===== config.mk =====
export PLATFORM = sky130hd
export DESIGN_NAME = cdr_pi_loop_filter
export DESIGN_NICKNAME = d
export VERILOG_FILES = /design/src/rtl/cdr_pkg.sv /design/src/rtl/cdr_vote_decim.sv /design/src/rtl/cdr_pi_loop_filter.sv
export SDC_FILE = /design/constraint.sdc
export NUM_CORES = 1
export LEC_CHECK = 0
export BUFFER_PORTS_ARGS = -buffer_cell sky130_fd_sc_hd__buf_2
export CAP_MARGIN = 20
export CORE_ASPECT_RATIO = 1.2
export CORE_MARGIN = 4
export CORE_UTILIZATION = 25
export CTS_CLUSTER_SIZE = 40
export DETAILED_ROUTE_END_ITERATION = 10
export PLACE_DENSITY = 0.36
export SLEW_MARGIN = 20
export SYNTH_ARGS = -nofsm -noshare
export SYNTH_HDL_FRONTEND = slang
export SYNTH_HIERARCHICAL = 1
export SYNTH_SLANG_ARGS = --single-unit

===== constraint.sdc =====
create_clock -name clk -period 15.8 [get_ports clk]
set_input_delay 3.16 -clock clk [delete_from_list [all_inputs] [get_ports clk]]
set_output_delay 3.16 -clock clk [all_outputs]
set_load 0.01 [all_outputs]

===== src/rtl/cdr_pkg.sv =====
// Shared types and arithmetic helpers for the CDR proportional-integral loop filter.
// Gain selection maps to shift amounts; the frequency integrator uses a saturating add.
package cdr_pkg;

  typedef logic signed [1:0] vote_t;

  localparam vote_t VOTE_UP   = 2'sb01;
  localparam vote_t VOTE_NONE = 2'sb00;
  localparam vote_t VOTE_DN   = 2'sb11;

  function automatic int p_shift(input logic [1:0] g, input int frac_w);
    return frac_w - int'(g);
  endfunction

  function automatic int i_shift(input logic [1:0] g);
    return 3 - int'(g);
  endfunction

  // Signed +/- 2^sh, or zero for a tied vote.
  function automatic int vote_step(input vote_t v, input int sh);
    int step;
    step = 0;
    if (v == VOTE_UP) begin
      step = 1 << sh;
    end else if (v == VOTE_DN) begin
      step = -(1 << sh);
    end
    return step;
  endfunction

  // Clamps a + b to the signed range of a w-bit word (w <= 31).
  function automatic int sat_add(input int a, input int b, input int w);
    int sum;
    int hi;
    int lo;
    sum = a + b;
    hi  = (1 << (w - 1)) - 1;
    lo  = -(1 << (w - 1));
    if (sum > hi) begin
      sum = hi;
    end else if (sum < lo) begin
      sum = lo;
    end
    return sum;
  endfunction

endpackage


===== src/rtl/cdr_vote_decim.sv =====
// Collects DECIM early/late decisions into one majority vote.
// The strobe marks the cycle supplying the last sample of a window.
module cdr_vote_decim
  import cdr_pkg::*;
#(
  parameter int DECIM = 8
) (
  input  logic  clk,
  input  logic  reset,
  input  logic  en_i,
  input  logic  up_i,
  input  logic  dn_i,
  input  logic  clear_i,
  output vote_t vote_o,
  output logic  strobe_o
);

  localparam int CNT_W = (DECIM > 1) ? $clog2(DECIM) : 1;
  localparam int SUM_W = $clog2(DECIM + 1) + 1;

  logic [CNT_W-1:0]        cnt_q, cnt_d;
  logic signed [SUM_W-1:0] sum_q, sum_d;
  logic signed [SUM_W-1:0] dec;
  logic signed [SUM_W-1:0] sum_now;
  logic                    last;

  always_comb begin
    dec = '0;
    if (en_i && up_i && !dn_i) begin
      dec = SUM_W'(1);
    end else if (en_i && dn_i && !up_i) begin
      dec = '1;
    end
    sum_now  = sum_q + dec;
    last     = (cnt_q == CNT_W'(DECIM - 1));
    strobe_o = en_i && !clear_i && last;

    vote_o = VOTE_NONE;
    if (sum_now > 0) begin
      vote_o = VOTE_UP;
    end else if (sum_now < 0) begin
      vote_o = VOTE_DN;
    end

    cnt_d = cnt_q;
    sum_d = sum_q;
    // A freeze throws away the partial window so the next en cycle is sample 1.
    if (clear_i) begin
      cnt_d = '0;
      sum_d = '0;
    end else if (en_i) begin
      if (last) begin
        cnt_d = '0;
        sum_d = '0;
      end else begin
        cnt_d = cnt_q + 1'b1;
        sum_d = sum_now;
      end
    end
  end

  always_ff @(posedge clk) begin
    if (reset) begin
      cnt_q <= '0;
      sum_q <= '0;
    end else begin
      cnt_q <= cnt_d;
      sum_q <= sum_d;
    end
  end

endmodule


===== src/rtl/cdr_pi_loop_filter.sv =====
// Second-order bang-bang CDR loop filter: saturating frequency integrator plus
// wrapping phase accumulator driving the phase interpolator code.
module cdr_pi_loop_filter
  import cdr_pkg::*;
#(
  parameter int PHASE_W = 9,
  parameter int FRAC_W  = 8,
  parameter int FREQ_W  = 16,
  parameter int DECIM   = 8
) (
  input  logic                     clk,
  input  logic                     reset,
  input  logic                     en,
  input  logic                     up,
  input  logic                     dn,
  input  logic [1:0]               gainsel,
  input  logic                     freeze,
  input  logic                     load,
  input  logic [PHASE_W-1:0]       load_value,
  output logic [PHASE_W-1:0]       phase_shift,
  output logic signed [FREQ_W-1:0] freq_word,
  output logic                     update,
  output logic                     sat
);

  localparam int ACC_W = PHASE_W + FRAC_W;
  localparam logic signed [FREQ_W-1:0] FREQ_MAX = {1'b0, {(FREQ_W-1){1'b1}}};
  localparam logic signed [FREQ_W-1:0] FREQ_MIN = {1'b1, {(FREQ_W-1){1'b0}}};

  vote_t vote;
  logic  strobe;

  logic [ACC_W-1:0]        acc_q, acc_d;
  logic signed [FREQ_W-1:0] freq_q, freq_d;
  logic                    update_q;
  logic                    sat_q, sat_d;
  logic signed [31:0]      p_step, i_step, freq_sum;

  cdr_vote_decim #(
    .DECIM(DECIM)
  ) u_decim (
    .clk     (clk),
    .reset   (reset),
    .en_i    (en),
    .up_i    (up),
    .dn_i    (dn),
    .clear_i (freeze),
    .vote_o  (vote),
    .strobe_o(strobe)
  );

  // The freshly integrated frequency word feeds the phase path in the same update.
  always_comb begin
    i_step   = vote_step(vote, i_shift(gainsel));
    p_step   = vote_step(vote, p_shift(gainsel, FRAC_W));
    freq_sum = sat_add(int'(freq_q), i_step, FREQ_W);

    freq_d = freq_q;
    acc_d  = acc_q;
    if (strobe) begin
      freq_d = FREQ_W'(freq_sum);
      acc_d  = acc_q + ACC_W'(p_step) + ACC_W'(freq_sum);
    end
    if (load) begin
      acc_d = {load_value, {FRAC_W{1'b0}}};
    end
    sat_d = (freq_d == FREQ_MAX) || (freq_d == FREQ_MIN);
  end

  always_ff @(posedge clk) begin
    if (reset) begin
      acc_q    <= '0;
      freq_q   <= '0;
      update_q <= 1'b0;
      sat_q    <= 1'b0;
    end else begin
      acc_q    <= acc_d;
      freq_q   <= freq_d;
      update_q <= strobe;
      sat_q    <= sat_d;
    end
  end

  assign phase_shift = acc_q[ACC_W-1:FRAC_W];
  assign freq_word   = freq_q;
  assign update      = update_q;
  assign sat         = sat_q;

endmodule

======== Yosys cells after proc, flatten, opt, wreduce, memory -nomap -nowiden ========
Index checks and enable logic that the tools add are counted.
operators by class
  order comparisons ....................... 4
  bitwise operators ....................... 0
  reduce and logical (&&, ||, !) cells .... 13
  equal/unequal tests ..................... 5
  multiply operators ...................... 0
  divide/modulo/power cells ............... 0
  add/sub/neg operators ................... 9
  multiplexer cells ....................... 15
  shift-type cells ........................ 2
operator list
  operator                                                      count
  two-way mux 17 bit                                            6
  two-way mux 32 bit                                            2
  adder 17 bit                                                  2
  adder 16 x 32 -> 32 bit                                       1
  equality test 16 bit, second input constant                   2
  > comparator 32 x 16 -> 1 bit, second input constant          1
  less-than comparator 32 x 16 -> 1 bit, second input constant  1
  negation 32 bit                                               1
  << shifter 1 x 32 -> 17 bit, first input constant             1
  << shifter 1 x 32 -> 32 bit, first input constant             1
  negation 17 bit                                               1
  two-way mux 16 bit                                            1
  two-way mux 5 bit                                             3
  logical AND 1 bit                                             6
  adder 5 bit                                                   1
  > comparator 5 x 1 -> 1 bit, second input constant            1
  less-than comparator 5 x 1 -> 1 bit, second input constant    1
  subtractor 4 x 2 -> 5 bit, first input constant               1
  two-way mux 2 bit                                             2
  OR reduction 2 bit                                            2
  adder 3 x 1 -> 3 bit, second input constant                   1
  equality test 3 bit, second input constant                    1
  logical NOT 1 bit                                             3
  two-way mux 3 bit                                             1
  5 further kinds                                               5
word-level totals
  memory bits (writable) .................. 0
  ROM bits ................................ 0
  register bits ........................... 43
  bits of input ports ..................... 18
  memories kept ........................... 0
  bits in latches ......................... 0
  output and inout port bits .............. 27

======== Depth between registers and ports, before layout ========
Gate-level depths: netlist (run 1).
  depth in word-level cells ............... 18
  depth in mapped cells ................... 37

======== Cells and area by module ========
Netlist (run 1), hierarchy kept.
modules (own cells, without submodules)
  module              instances  sequential area each (µm²)  area each (µm²)  cells an instance
  cdr_pi_loop_filter  1          700.7                       4199.0           542
  cdr_vote_decim      1          160.2                       598.1            66

======== Worst setup path before layout (run 1) ========
No wires, ideal clock.
  kind .................................... in2reg
  start ................................... input port en
  end ..................................... register acc_q[15]
  slack ................................... 4652 ps
  data arrival time ....................... 11019 ps
  buffers on the path ..................... 4
  cell stages on the path ................. 35
  cell sequence ........................... clkbuf_1 and2_1 ha_1 inv_1 fa_1 nand2b_1 o2bb2ai_1 xnor3_1 or4_1 clkbuf_1 and2_1 ha_1 a211oi_2 o21a_1 or4_4 and2_2 mux2i_4 o41ai_4 buf_6 clkbuf_1 o21ai_0 fa_1 ha_1 fa_1 a21o_1 a21oi_1 o21bai_1 a21oi_1 o21bai_1 a41oi_1 a21oi_1 a31oi_1 xnor2_1 a211oi_1 nor3_1
between the ends
  cells in the longest elaborated chain, start to end .. 18
RTL lines
  element                                RTL line                  source
  from (decl)                            cdr_pi_loop_filter.sv:13  input logic en,
  logical AND 1 bit (2 in a row)         cdr_vote_decim.sv:31      end else if (en_i && dn_i && !up_i) begin
  two-way mux 5 bit                      cdr_vote_decim.sv:31
  two-way mux 5 bit *                    cdr_vote_decim.sv:29      if (en_i && up_i && !dn_i) begin
  adder 5 bit *                          cdr_vote_decim.sv:34      sum_now = sum_q + dec;
  less-than comparator 5 x 1 -> 1 bit    cdr_vote_decim.sv:41      end else if (sum_now < 0) begin
  two-way mux 2 bit                      cdr_vote_decim.sv:41
  two-way mux 2 bit *                    cdr_vote_decim.sv:39      if (sum_now > 0) begin
  via vote[1]                            cdr_pi_loop_filter.sv:30  vote_t vote;
  [... 2 more ...]                       -
  two-way mux 32 bit                     cdr_pkg.sv:23             if (v == VOTE_UP) begin
  adder 16 x 32 -> 32 bit                cdr_pkg.sv:36             sum = a + b;
  less-than comparator 32 x 16 -> 1 bit  cdr_pkg.sv:41             end else if (sum < lo) begin
  two-way mux 17 bit                     cdr_pkg.sv:41
  two-way mux 17 bit                     cdr_pkg.sv:39             if (sum > hi) begin
  adder 17 bit *                         cdr_pi_loop_filter.sv:62  acc_d = acc_q + ACC_W'(p_step) + ACC_W'(freq_sum);
  two-way mux 17 bit *                   cdr_pi_loop_filter.sv:60  if (strobe) begin
  two-way mux 17 bit *                   cdr_pi_loop_filter.sv:64  if (load) begin
  to (signal assigned)                   cdr_pi_loop_filter.sv:72  acc_q <= '0;
  to (signal assigned)                   cdr_pi_loop_filter.sv:77  acc_q <= acc_d;
  to (decl)                              cdr_pi_loop_filter.sv:33  logic [ACC_W-1:0] acc_q, acc_d;
Mark *: on every way through the listed nets, which the timed path passes. The rest lies on a longest branch. The select of a mux whose other input is x is not followed.
A chain may end at the register's enable or synchronous reset.

======== Final worst setup path (run 1) ========
Ends and elaborated chain as after synthesis.

==> out/results.txt, run 1 <==
normalized max-slew margin -> 40.1%
number of cells traversed by the worst hold path -> 2
measured slew at the worst slew-check pin -> 0.899 ns
worst r2r src -> u_decim/sum_q[0]$_SDFFE_PP0P_
clk slew on worst S/H paths -> 0.07 ns
capture endpoint of the worst hold path -> u_decim/sum_q[0]$_SDFFE_PP0P_
detail-routed net length per standard cell -> 15.9 um
Final Net Count -> 702
maximum buffer depth of the clock tree -> 2
routed vias -> 4128
post-synthesis average cell area -> 7.89 um2
Clock Root Buffer -> clkbuf_16
vias in the first global route -> 4266
Primary FF master, synth -> dfxtp_1
Initial Util -> 25.4%
power density relative to cell area -> 71.7 nW/um2
netlist area before placement -> 4800 um2
H-tree depth -> 2
cts bufs inserted -> 5
sequential area share after synthesis -> 17.9%
worst-case register-to-register setup slack -> 7.08 ns
CP startpoint kind -> input pin
number of slew-limit violations in the final report -> 0
total setup buffers inserted after CTS -> 0
Detail Route Antenna Nets -> 0
worst-case reg-to-reg path depth -> 32
final critical path time including I/O delays and setup -> 11.69 ns
Std-Cell Rows -> 55
die area -> 21500 um2
required time worst endpoint -> 15.97 ns
first-iteration detailed-routing DRC count -> 155
Fin Setup TNS -> 0 ns
leading cell types by total area after synthesis -> dfxtp_1 (18%), ha_1 (11%), fa_1 (7.9%)
Critical Path Max Stage Delay -> 0.73 ns
antenna diode count -> 0
worst setup path category -> input pin to flip-flop
post-detail-place hpwl -> 11.3 mm
final hold vios -> 0
initial antenna violation count -> 0
portion of synthesized cell area occupied by the leading cell type -> 17.9%
core outline area -> 18900 um2
clock insertion delay at the later pin of the skew report -> 0.30 ns
outcome -> finished, final reports clean
global router's overall resource usage -> 13.4%
FMAX -> 0.0856 GHz
cell type with the highest aggregate area in the netlist -> dfxtp_1
number of detailed-routing iterations run before antenna repair -> 6
Die W -> 134 um
critical path's most frequent cell -> a21oi_1
layout cell share with drive strength beyond 1 -> 13.4%
Max-Cap Viols -> 0
slack of the critical path -> 4.11 ns
reg2reg end -> acc_q[15]$_SDFFE_PP0P_
setup slack at placement -> 3.78 ns
maximum fanout count along the critical path -> 28
Max stage delay cell, worst path -> a21oi_1
arrival time reported for the critical path endpoint -> 11.86 ns
port buffer count -> 44
count of flip-flops with a built-in enable after synthesis -> 0
number of top-level pins -> 45
hold crit path type -> flip-flop to flip-flop
GPL Wtd Cong -> 0.781
worst min-delay path startpoint -> u_decim/sum_q[0]$_SDFFE_PP0P_
clock tree from TritonCTS -> done
global-route wire length before repair -> 22.8 mm
post-route clock skew -> 0.0123 ns
number of setup violations in the final report -> 0
grt total ovfl -> 0
CTS Hold Bufs -> 0
vias per std cell -> 4.69
leakage power of the design -> 2.38 nW
Layout area overhead -> 10.1%
die extent in y -> 160 um
post-synthesis cell count -> 608
pin count of the biggest net entering global routing -> 40
worst ir drop on vdd -> 0.0349 mV
post-route fraction of the period consumed by the critical path -> 74.0%
Remaining DRCs -> 0
leading cell type by number of instances after synthesis -> nor2_1
cells resized by post-CTS repair -> 0
setup repair after global routing missed its margin -> false
Post-synth ARST share -> 0%
total of flip-flops plus latches after synthesis -> 43
synthesis warning total -> 6
clk sinks -> 43
routed wire length -> 14.0 mm
number of distinct library cell variants in the gate-level netlist after synthesis -> 72
CP Capture Type -> flip-flop
top cells by instance count after synthesis -> nor2_1 (66), inv_1 (58), a21oi_1 (51)
[power by group]
group          total (mW)  internal, mW  switching, mW  leakage, nW
registers           0.112         0.110        0.00152        0.349
logic               0.153        0.0631         0.0904         1.96
clock network       0.114        0.0635         0.0501       0.0741
total               0.379         0.237          0.142         2.38
[logic make-up after synthesis]
kind of cell / Yosys count / share of synthesized area [%]
adder cells (fa/ha/maj): 60 / 18.6
AO/OA/AOI/OAI: 156 / 22.5
flip-flops: 43 / 17.9
buffers and inverters: 99 / 9.73
XOR/XNOR: 35 / 6.68
multiplexers: 16 / 3.86
AND/OR/NAND/NOR: 197 / 20.5
other: 2 / 0.157
[stage by stage]
stage / instance area, um2 / utilization [%] / hold WS [ns] / power (mW) / instances
3_5_place_dp: 5130 / 27.2 / 0.468 / 0.268 / 873
4_1_cts: 5280 / 28.0 / 0.480 / 0.387 / 881
6_report: 5280 / 28.0 / 0.481 / 0.379 / 881
3_3_place_gp: 5130 / 27.2 / 0.467 / 0.269 / 873
2_1_floorplan: 4800 / - / 0.451 / 0.237 / 610
5_1_grt: 5280 / 28.0 / 0.516 / 0.411 / 881
[flip-flops by register name (all words and copies together) (netlist names)]
name and flops:
update 1, u_decim/sum_q 5, freq_word 16, u_decim/cnt_q 3, acc_q 17, sat 1
[per-layer routing]
metal | wire length [um] | part of all wire [%] | GRT usage (%)
met5 | 0 | 0 | 0
met4 | 205 | 1.5 | 3.61
met3 | 402 | 2.9 | 2.21
met2 | 7090 | 51 | 24.3
met1 | 6320 | 45 | 16.3
[critical path, delay by kind of cell]
kind	cells	cell delay [ns]
AOI/OAI and AO/OA	13	3.14
and+or+nand+nor	9	2.08
adders and majority gates	6	1.96
buffers and inverters	3	0.66
xor gates and xnor gates	2	0.60
muxes	1	0.21
[worst max-delay path by stage]
stage / start / to / slack, ns / depth (start not counted)
2_1_floorplan: en / acc_q[15]$_SDFFE_PP0P_ / 4.65 / 35
3_3_place_gp: en / acc_q[15]$_SDFFE_PP0P_ / 3.94 / 34
3_5_place_dp: en / acc_q[15]$_SDFFE_PP0P_ / 3.78 / 35
4_1_cts: en / acc_q[15]$_SDFFE_PP0P_ / 4.08 / 35
5_1_grt: en / acc_q[16]$_SDFFE_PP0P_ / 3.44 / 34
6_report: en / acc_q[15]$_SDFFE_PP0P_ / 4.11 / 34
[cells in the final DEF (no fill, tap or decap), types with 6 or more instances in the layout]
master / netlist / layout
nand2b_1: 10 / 10
fa_1: 19 / 19
nor2b_1: 9 / 9
nand2_1: 43 / 43
a31oi_1: 8 / 8
nor2_1: 66 / 65
mux2i_1: 14 / 14
a211oi_1: 10 / 10
inv_1: 58 / 58
xnor2_1: 24 / 24
a21oi_1: 51 / 51
dfxtp_1: 43 / 43
o211ai_1: 6 / 6
o21ai_0: 17 / 17
xor2_1: 10 / 10
nand3_1: 9 / 9
and2_1: 8 / 8
a21o_1: 14 / 14
buf_2: 4 / 44
o21a_1: 9 / 9
ha_1: 41 / 41
nor3_1: 14 / 14
nand4_1: 7 / 7
[cell type report]
type                            instances  area (um2)
Fill cell                            2082       13600
Inverter                               59         223
Tap cell                              256         320
Timing Repair Buffer                   47         243
Sequential cell                        43         861
Clock buffer                            7         143
Clock inverter                          1        8.76
Multi-Input combinational cell        468        3480
Power figures use the tool's default switching activity.
==> run 2: changes to the inputs <==
--- a/config.mk
+++ b/config.mk
@@ -5,6 +5,7 @@
 export SDC_FILE = /design/constraint.sdc
 export NUM_CORES = 1
 export LEC_CHECK = 0
+export ABC_AREA = 1
 export BUFFER_PORTS_ARGS = -buffer_cell sky130_fd_sc_hd__buf_2
 export CAP_MARGIN = 20
 export CORE_ASPECT_RATIO = 1.2
==> constraint.sdc (replaced) <==
create_clock -name clk -period 11.5 [get_ports clk]
set_input_delay 2.3 -clock clk [delete_from_list [all_inputs] [get_ports clk]]
set_output_delay 2.3 -clock clk [all_outputs]
set_load 0.01 [all_outputs]
==> out/results.txt, run 2 <==
first-iteration detailed-routing DRC count -> 157 (+1.3%)
Sw Ratio -> 38.0% (+0.56 points)
cts bufs inserted -> 5 (unchanged)
Layout area overhead -> 10.8%
filler-free cell count of the finished design -> 1039 (+18%)
number of top-level pins -> 45 (unchanged)
slack of the critical path -> 1.90 ns (-2.22 ns)
vias per std cell -> 4.40 (-6.2%)
outcome -> finished, final reports clean
Hold Worst Slack -> 0.470 ns (-0.0117 ns)
global-route wire length before repair -> 24.3 mm (+6.5%)
Critical Path Max Stage Delay -> 0.68 ns (-0.05 ns)
Std-Cell Rows -> 55 (unchanged)
normalized max-slew margin -> 47.6% (+7.5 points)
antenna diode count -> 0 (unchanged)
die extent in y -> 161 um (+1.0%)
clock tree from TritonCTS -> done
global router's overall resource usage -> 14.0% (+0.65 points)
clock insertion delay at the later pin of the skew report -> 0.30 ns (about the same)
Clock Root Buffer -> clkbuf_16
Post-synth ARST share -> 0% (unchanged)
hold crit path type -> flip-flop to flip-flop
grt total ovfl -> 0 (unchanged)
Remaining DRCs -> 0 (unchanged)
Primary FF master, synth -> dfxtp_1
sequential area share after synthesis -> 17.6% (-0.38 points)
routed wire length -> 14.8 mm (+5.7%)
worst ir drop on vdd -> 0.0548 mV (+57%)
maximum fanout count along the critical path -> 18 (-36%)
number of distinct library cell variants in the gate-level netlist after synthesis -> 45 (-38%)
leading cell type by number of instances after synthesis -> nand2_1
H-tree depth -> 2 (unchanged)
final critical path time including I/O delays and setup -> 9.60 ns
setup repair after global routing missed its margin -> false
leakage power of the design -> 2.85 nW (+20%)
post-synthesis average cell area -> 6.51 um2 (-18%)
clock share of power -> 32.2% (+2.2 points)
number of slew-limit violations in the final report -> 0 (unchanged)
flip-flop count of the largest register, all copies and words added -> 17 (unchanged)
Max stage delay cell, worst path -> a21oi_1
total setup buffers inserted after CTS -> 0 (unchanged)
cell-internal power -> 290 uW (+22%)
Fin Setup TNS -> 0 ns (unchanged)
CP Capture Type -> flip-flop
count of flip-flops with a built-in enable after synthesis -> 0 (unchanged)
number of setup violations in the final report -> 0 (unchanged)
Final Net Count -> 860 (+23%)
required time worst endpoint -> 11.73 ns (-4.24 ns)
top cells by instance count after synthesis -> nand2_1 (197), inv_1 (118), nor2_1 (69)
Initial Util -> 25.7% (+0.26 points)
register share of total power -> 32.7% (+3.2 points)
worst setup path category -> input pin to flip-flop
pin count of the biggest net entering global routing -> 34 (-15%)
GPL Wtd Cong -> 0.859 (+10%)
leading cell types by total area after synthesis -> dfxtp_1 (18%), nand2_1 (15%), ha_1 (10%)
Detail Route Antenna Nets -> 0 (unchanged)
power density relative to cell area -> 86.1 nW/um2 (+20%)
top library cells by usage in the layout, fill and taps aside -> nand2_1 (197), inv_1 (118), nor2_1 (68), a21oi_1 (56), buf_2 (44)
portion of synthesized cell area occupied by the leading cell type -> 17.6% (-0.38 points)
layout cell share with drive strength beyond 1 -> 14.7% (+1.2 points)
commonest non-fill, non-tap cell in the layout -> nand2_1
CTS Hold Bufs -> 0 (unchanged)
fraction of power consumed by combinational cells -> 35.1% (-5.4 points)
Die W -> 136 um (+1.0%)
register with the highest flop count -> acc_q
port buffer count -> 44 (unchanged)
detail-routed net length per standard cell -> 14.3 um (-10%)
arrival time reported for the critical path endpoint -> 9.84 ns (-2.02 ns)
total of flip-flops plus latches after synthesis -> 43 (unchanged)
clk sinks -> 43 (unchanged)
vias in the first global route -> 4837 (+13%)
initial antenna violation count -> 0 (unchanged)
cell type with the highest aggregate area in the netlist -> dfxtp_1
critical path's most frequent cell -> nand2_1
die area -> 21900 um2 (+2.0%)
post-synthesis cell count -> 753 (+24%)
clk slew on worst S/H paths -> 0.07 ns (about the same)
measured slew at the worst slew-check pin -> 0.786 ns (-0.113 ns)
final hold vios -> 0 (unchanged)
maximum buffer depth of the clock tree -> 2 (unchanged)
CP startpoint kind -> input pin
core outline area -> 19100 um2 (+1.1%)
setup slack at placement -> 1.49 ns (-2.29 ns)
fraction of the core area covered by cells at the end of the flow -> 28.5% (+0.46 points)
post-route clock skew -> 0.0106 ns (-0.00169 ns)
netlist area before placement -> 4900 um2 (+2.1%)
FMAX -> 0.104 GHz
post-detail-place hpwl -> 12.2 mm (+7.2%)
switching power -> 178 uW (+25%)
cells resized by post-CTS repair -> 0 (unchanged)
number of detailed-routing iterations run before antenna repair -> 4 (-2)
Cells after DPL -> 1031 (+18%)
post-route fraction of the period consumed by the critical path -> 83.5%
routed vias -> 4567 (+11%)
Max-Cap Viols -> 0 (unchanged)
synthesis warning total -> 6 (unchanged)
## run 2: changes by cell type in the layout (fill, tap and decap cells not counted), sizes merged, moves of 14 or more
| cell | previous run | this run |
|---|---|---|
| nand2 | 44 | 214 |
| or2 | 4 | 19 |
| xnor2 | 24 | 10 |
| inv | 58 | 121 |
| nand3 | 10 | 38 |
| mux2i | 16 | 0 |
## run 2: kinds of logic (layout without fill, tap and decap cells)
logic type	after synthesis	in the layout	synth area share, %
xor gates and xnor gates	25	25	4.62
adders and majority gates	60	60	18.2
buffers and inverters	147	175	12.9
other	2	4	0.153
DFF	43	43	17.6
AOI/OAI and AO/OA	116	116	13.5
and+or+nand+nor	360	360	33.0
## run 2: metal layers
| layer | GRT usage [%] | share of wire, % | up-vias |
|---|---|---|---|
| li1 | - | - | 2422 |
| met1 | 16.7 | 44 | 2052 |
| met2 | 25.5 | 51 | 72 |
| met3 | 2.09 | 2.8 | 21 |
| met4 | 4.77 | 2.6 | 0 |
| met5 | 0 | 0 | - |
## run 2: critical path: cells and delay by family
family,cells,cell delay [ns]
AOI/OAI and AO/OA,15,3.12
and+or+nand+nor,16,1.94
adders and majority gates,5,1.85
buffers and inverters,4,0.60
## run 2: power by group through the flow
stage,Sequential (mW),Combinational (mW),Clock [mW]
5_1_grt,0.153,0.192,0.164
6_report,0.153,0.164,0.150
3_3_place_gp,0.157,0.166,0
4_1_cts,0.153,0.168,0.160
3_5_place_dp,0.157,0.166,0
2_1_floorplan,0.156,0.129,0
## run 2: layout make-up
class	count	area, um2
clock inverters	2	12.5
well taps	256	320
repair buffers	46	235
flip-flops and latches	43	861
fillers	2163	13600
multi-input cells	565	3420
clock buffers	6	129
inverters	121	454
## run 2: path summary, 6_finish.rpt
| kind | startpoint | to | slack (ns) | depth (start not counted) |
|---|---|---|---|---|
| max | en | acc_q[14]$_SDFFE_PP0P_ | 1.90 | 40 |
| min | u_decim/sum_q[3]$_SDFFE_PP0P_ | u_decim/sum_q[3]$_SDFFE_PP0P_ | 0.47 | 2 |
| max reg2reg | u_decim/sum_q[0]$_SDFFE_PP0P_ | acc_q[14]$_SDFFE_PP0P_ | 3.99 | 37 |
| min reg2reg | u_decim/sum_q[3]$_SDFFE_PP0P_ | u_decim/sum_q[3]$_SDFFE_PP0P_ | 0.47 | 2 |
## run 2: stage by stage
| stage | instance area [um2] | total power, mW |
|---|---|---|
| 3_3_place_gp | 5290 | 0.322 |
| 4_1_cts | 5430 | 0.481 |
| 6_report | 5430 | 0.467 |
| 2_1_floorplan | 4910 | 0.285 |
| 5_1_grt | 5430 | 0.509 |
| 3_5_place_dp | 5290 | 0.323 |
==> run 3: changes to the inputs <==
--- a/config.mk
+++ b/config.mk
@@ -13,7 +13,7 @@
 export CORE_UTILIZATION = 25
 export CTS_CLUSTER_SIZE = 40
 export DETAILED_ROUTE_END_ITERATION = 10
-export PLACE_DENSITY = 0.36
+export PLACE_DENSITY = 0.38
 export SLEW_MARGIN = 20
 export SYNTH_ARGS = -nofsm -noshare
 export SYNTH_HDL_FRONTEND = slang
==> constraint.sdc (replaced) <==
create_clock -name clk -period 7.9 [get_ports clk]
set_input_delay 1.58 -clock clk [delete_from_list [all_inputs] [get_ports clk]]
set_output_delay 1.58 -clock clk [all_outputs]
set_load 0.01 [all_outputs]
==> out/results.txt, run 3 (synthesis gave the netlist of run 2 again) <==
outcome -> finished, final reports clean
maximum fanout count along the critical path -> 11 (-7)
fraction of power consumed by combinational cells -> 40.8% (+5.7 points)
leakage power of the design -> 3.14 nW (+10%)
Sw Ratio -> 37.4% (-0.65 points)
Hold Worst Slack -> 0.472 ns (+0.00228 ns)
critical path's most frequent cell -> nand2_1
final critical path time including I/O delays and setup -> 7.40 ns
cell-internal power -> 471 uW (+63%)
flip-flop count of the largest register, all copies and words added -> 17 (unchanged)
global-route wire length before repair -> 25.5 mm (+4.8%)
vias per std cell -> 4.42 (+0.59%)
number of setup violations in the final report -> 0 (unchanged)
uppermost metal layer occupied by signal nets -> met4
power density relative to cell area -> 122 nW/um2 (+42%)
register share of total power -> 29.6% (-3.1 points)
top library cells by usage in the layout, fill and taps aside -> nand2_1 (189), inv_1 (114), nor2_1 (65), buf_4 (64), a21oi_1 (45)
Clock Root Buffer -> clkbuf_16
pin count of the biggest net entering global routing -> 34 (unchanged)
clock share of power -> 29.6% (-2.6 points)
Initial Util -> 25.7% (unchanged)
detail-routed net length per standard cell -> 14.0 um (-1.7%)
measured slew at the worst slew-check pin -> 0.725 ns (-0.0600 ns)
cts bufs inserted -> 5 (unchanged)
port buffer count -> 44 (unchanged)
Max-Cap Viols -> 0 (unchanged)
fraction of the core area covered by cells at the end of the flow -> 32.4% (+3.9 points)
Max stage delay cell, worst path -> fa_1
Std-Cell Rows -> 55 (unchanged)
CP Capture Type -> flip-flop
post-route clock skew -> 0.00943 ns (-0.00117 ns)
Remaining DRCs -> 0 (unchanged)
worst ir drop on vdd -> 0.0780 mV (+42%)
Detail Route Antenna Nets -> 0 (unchanged)
switching power -> 281 uW (+58%)
commonest non-fill, non-tap cell in the layout -> nand2_1
grt total ovfl -> 0 (unchanged)
vias in the first global route -> 5018 (+3.7%)
hold crit path type -> flip-flop to flip-flop
CP startpoint kind -> input pin
post-route fraction of the period consumed by the critical path -> 93.6%
worst setup path category -> input pin to flip-flop
initial antenna violation count -> 0 (unchanged)
WL met1 -> 6.75 mm (+3.6%)
first-iteration detailed-routing DRC count -> 171 (+8.9%)
clk slew on worst S/H paths -> 0.07 ns (about the same)
clock tree from TritonCTS -> done
routed vias -> 4877 (+6.8%)
final hold vios -> 0 (unchanged)
number of top-level pins -> 45 (unchanged)
Layout area overhead -> 25.9%
number of detailed-routing iterations run before antenna repair -> 4 (unchanged)
required time worst endpoint -> 8.13 ns (-3.60 ns)
post-detail-place hpwl -> 12.9 mm (+6.3%)
antenna diode count -> 0 (unchanged)
global router's overall resource usage -> 14.7% (+0.66 points)
register with the highest flop count -> acc_q
normalized max-slew margin -> 51.5% (+3.8 points)
die extent in y -> 161 um (unchanged)
# fillers -> 2155 (-0.37%)
arrival time reported for the critical path endpoint -> 7.62 ns (-2.22 ns)
Final Net Count -> 924 (+7.4%)
H-tree depth -> 2 (unchanged)
number of slew-limit violations in the final report -> 0 (unchanged)
GPL Wtd Cong -> 0.881 (+2.6%)
met2 WL post-DR -> 8.06 mm (+7.4%)
FMAX -> 0.135 GHz
routed wire length -> 15.5 mm (+4.3%)
die area -> 21900 um2 (unchanged)
layout cell share with drive strength beyond 1 -> 27.0% (+12 points)
clk sinks -> 43 (unchanged)
clock insertion delay at the later pin of the skew report -> 0.30 ns (about the same)
maximum buffer depth of the clock tree -> 2 (unchanged)
core outline area -> 19100 um2 (unchanged)
Critical Path Max Stage Delay -> 0.48 ns (-0.20 ns)
Die W -> 136 um (unchanged)
met3 wirelength from detailed routing -> 386 um (-7.9%)
## run 3: changes by cell type in the layout (fill, tap and decap cells not counted), sizes merged
cell / before / now
clkinvlp: 1 / 3
buf: 46 / 110
clkinv: 1 / 0
clkbuf: 6 / 5
## run 3: cell type report
class,instances,area (um2),share of cell area [%]
clock buffer,5,125,2.03
clock inverter,3,23.8,0.385
inverter,121,458,7.43
multi-input combinational,565,3650,59.1
sequential,43,861,14.0
tap,256,320,5.19
timing repair buffer,110,732,11.9
## run 3: critical path, delay by kind of cell
family	cells	cell delay (ns)
AO/OA/AOI/OAI	10	1.04
adder cells (fa/ha/maj)	6	1.98
buffers and inverters	8	0.75
AND/OR/NAND/NOR	21	2.27
## run 3: power groups by stage
| stage | clock network, mW | logic, mW | registers (mW) |
|---|---|---|---|
| 5_1_grt | 0.242 | 0.353 | 0.223 |
| 3_3_place_gp | 0 | 0.291 | 0.227 |
| 6_report | 0.223 | 0.307 | 0.222 |
| 4_1_cts | 0.237 | 0.292 | 0.222 |
| 2_1_floorplan | 0 | 0.188 | 0.227 |
| 3_5_place_dp | 0 | 0.290 | 0.228 |
## run 3: metrics by stage
step	std cells	setup WS [ns]	setup TNS, ns	total power [mW]	area [um2]
2_1_floorplan	755	0.0165	0	0.415	4920
4_1_cts	1096	0.0332	0	0.751	5880
6_report	1103	0.505	0	0.752	6170
3_5_place_dp	1088	-0.241	-0.728	0.517	5730
3_3_place_gp	1088	-0.106	-0.229	0.518	5730
5_1_grt	1103	-0.0506	-0.0741	0.817	6170
## run 3: worst paths after layout
| kind | end | start | depth (start not counted) | slack [ns] |
|---|---|---|---|---|
| max | acc_q[15]$_SDFFE_PP0P_ | up | 45 | 0.50 |
| min | u_decim/cnt_q[2]$_SDFFE_PP0P_ | u_decim/cnt_q[2]$_SDFFE_PP0P_ | 2 | 0.47 |
| max reg2reg | acc_q[15]$_SDFFE_PP0P_ | u_decim/sum_q[0]$_SDFFE_PP0P_ | 41 | 1.80 |
| min reg2reg | u_decim/cnt_q[2]$_SDFFE_PP0P_ | u_decim/cnt_q[2]$_SDFFE_PP0P_ | 2 | 0.47 |
## run 3: what timing repair did
item | in CTS | in global routing
hold buffers | 0 | 0
buffers inserted | 0 | 7
hold endpoints to repair | 0 | 0
gates resized for setup | 0 | 62
setup endpoints to repair | 0 | 8
## run 3: layer usage
metal	GRT usage, %	up-vias
li1	-	2552
met1	17.4	2254
met2	27.6	54
met3	2.18	17
met4	3.48	0
met5	0	-
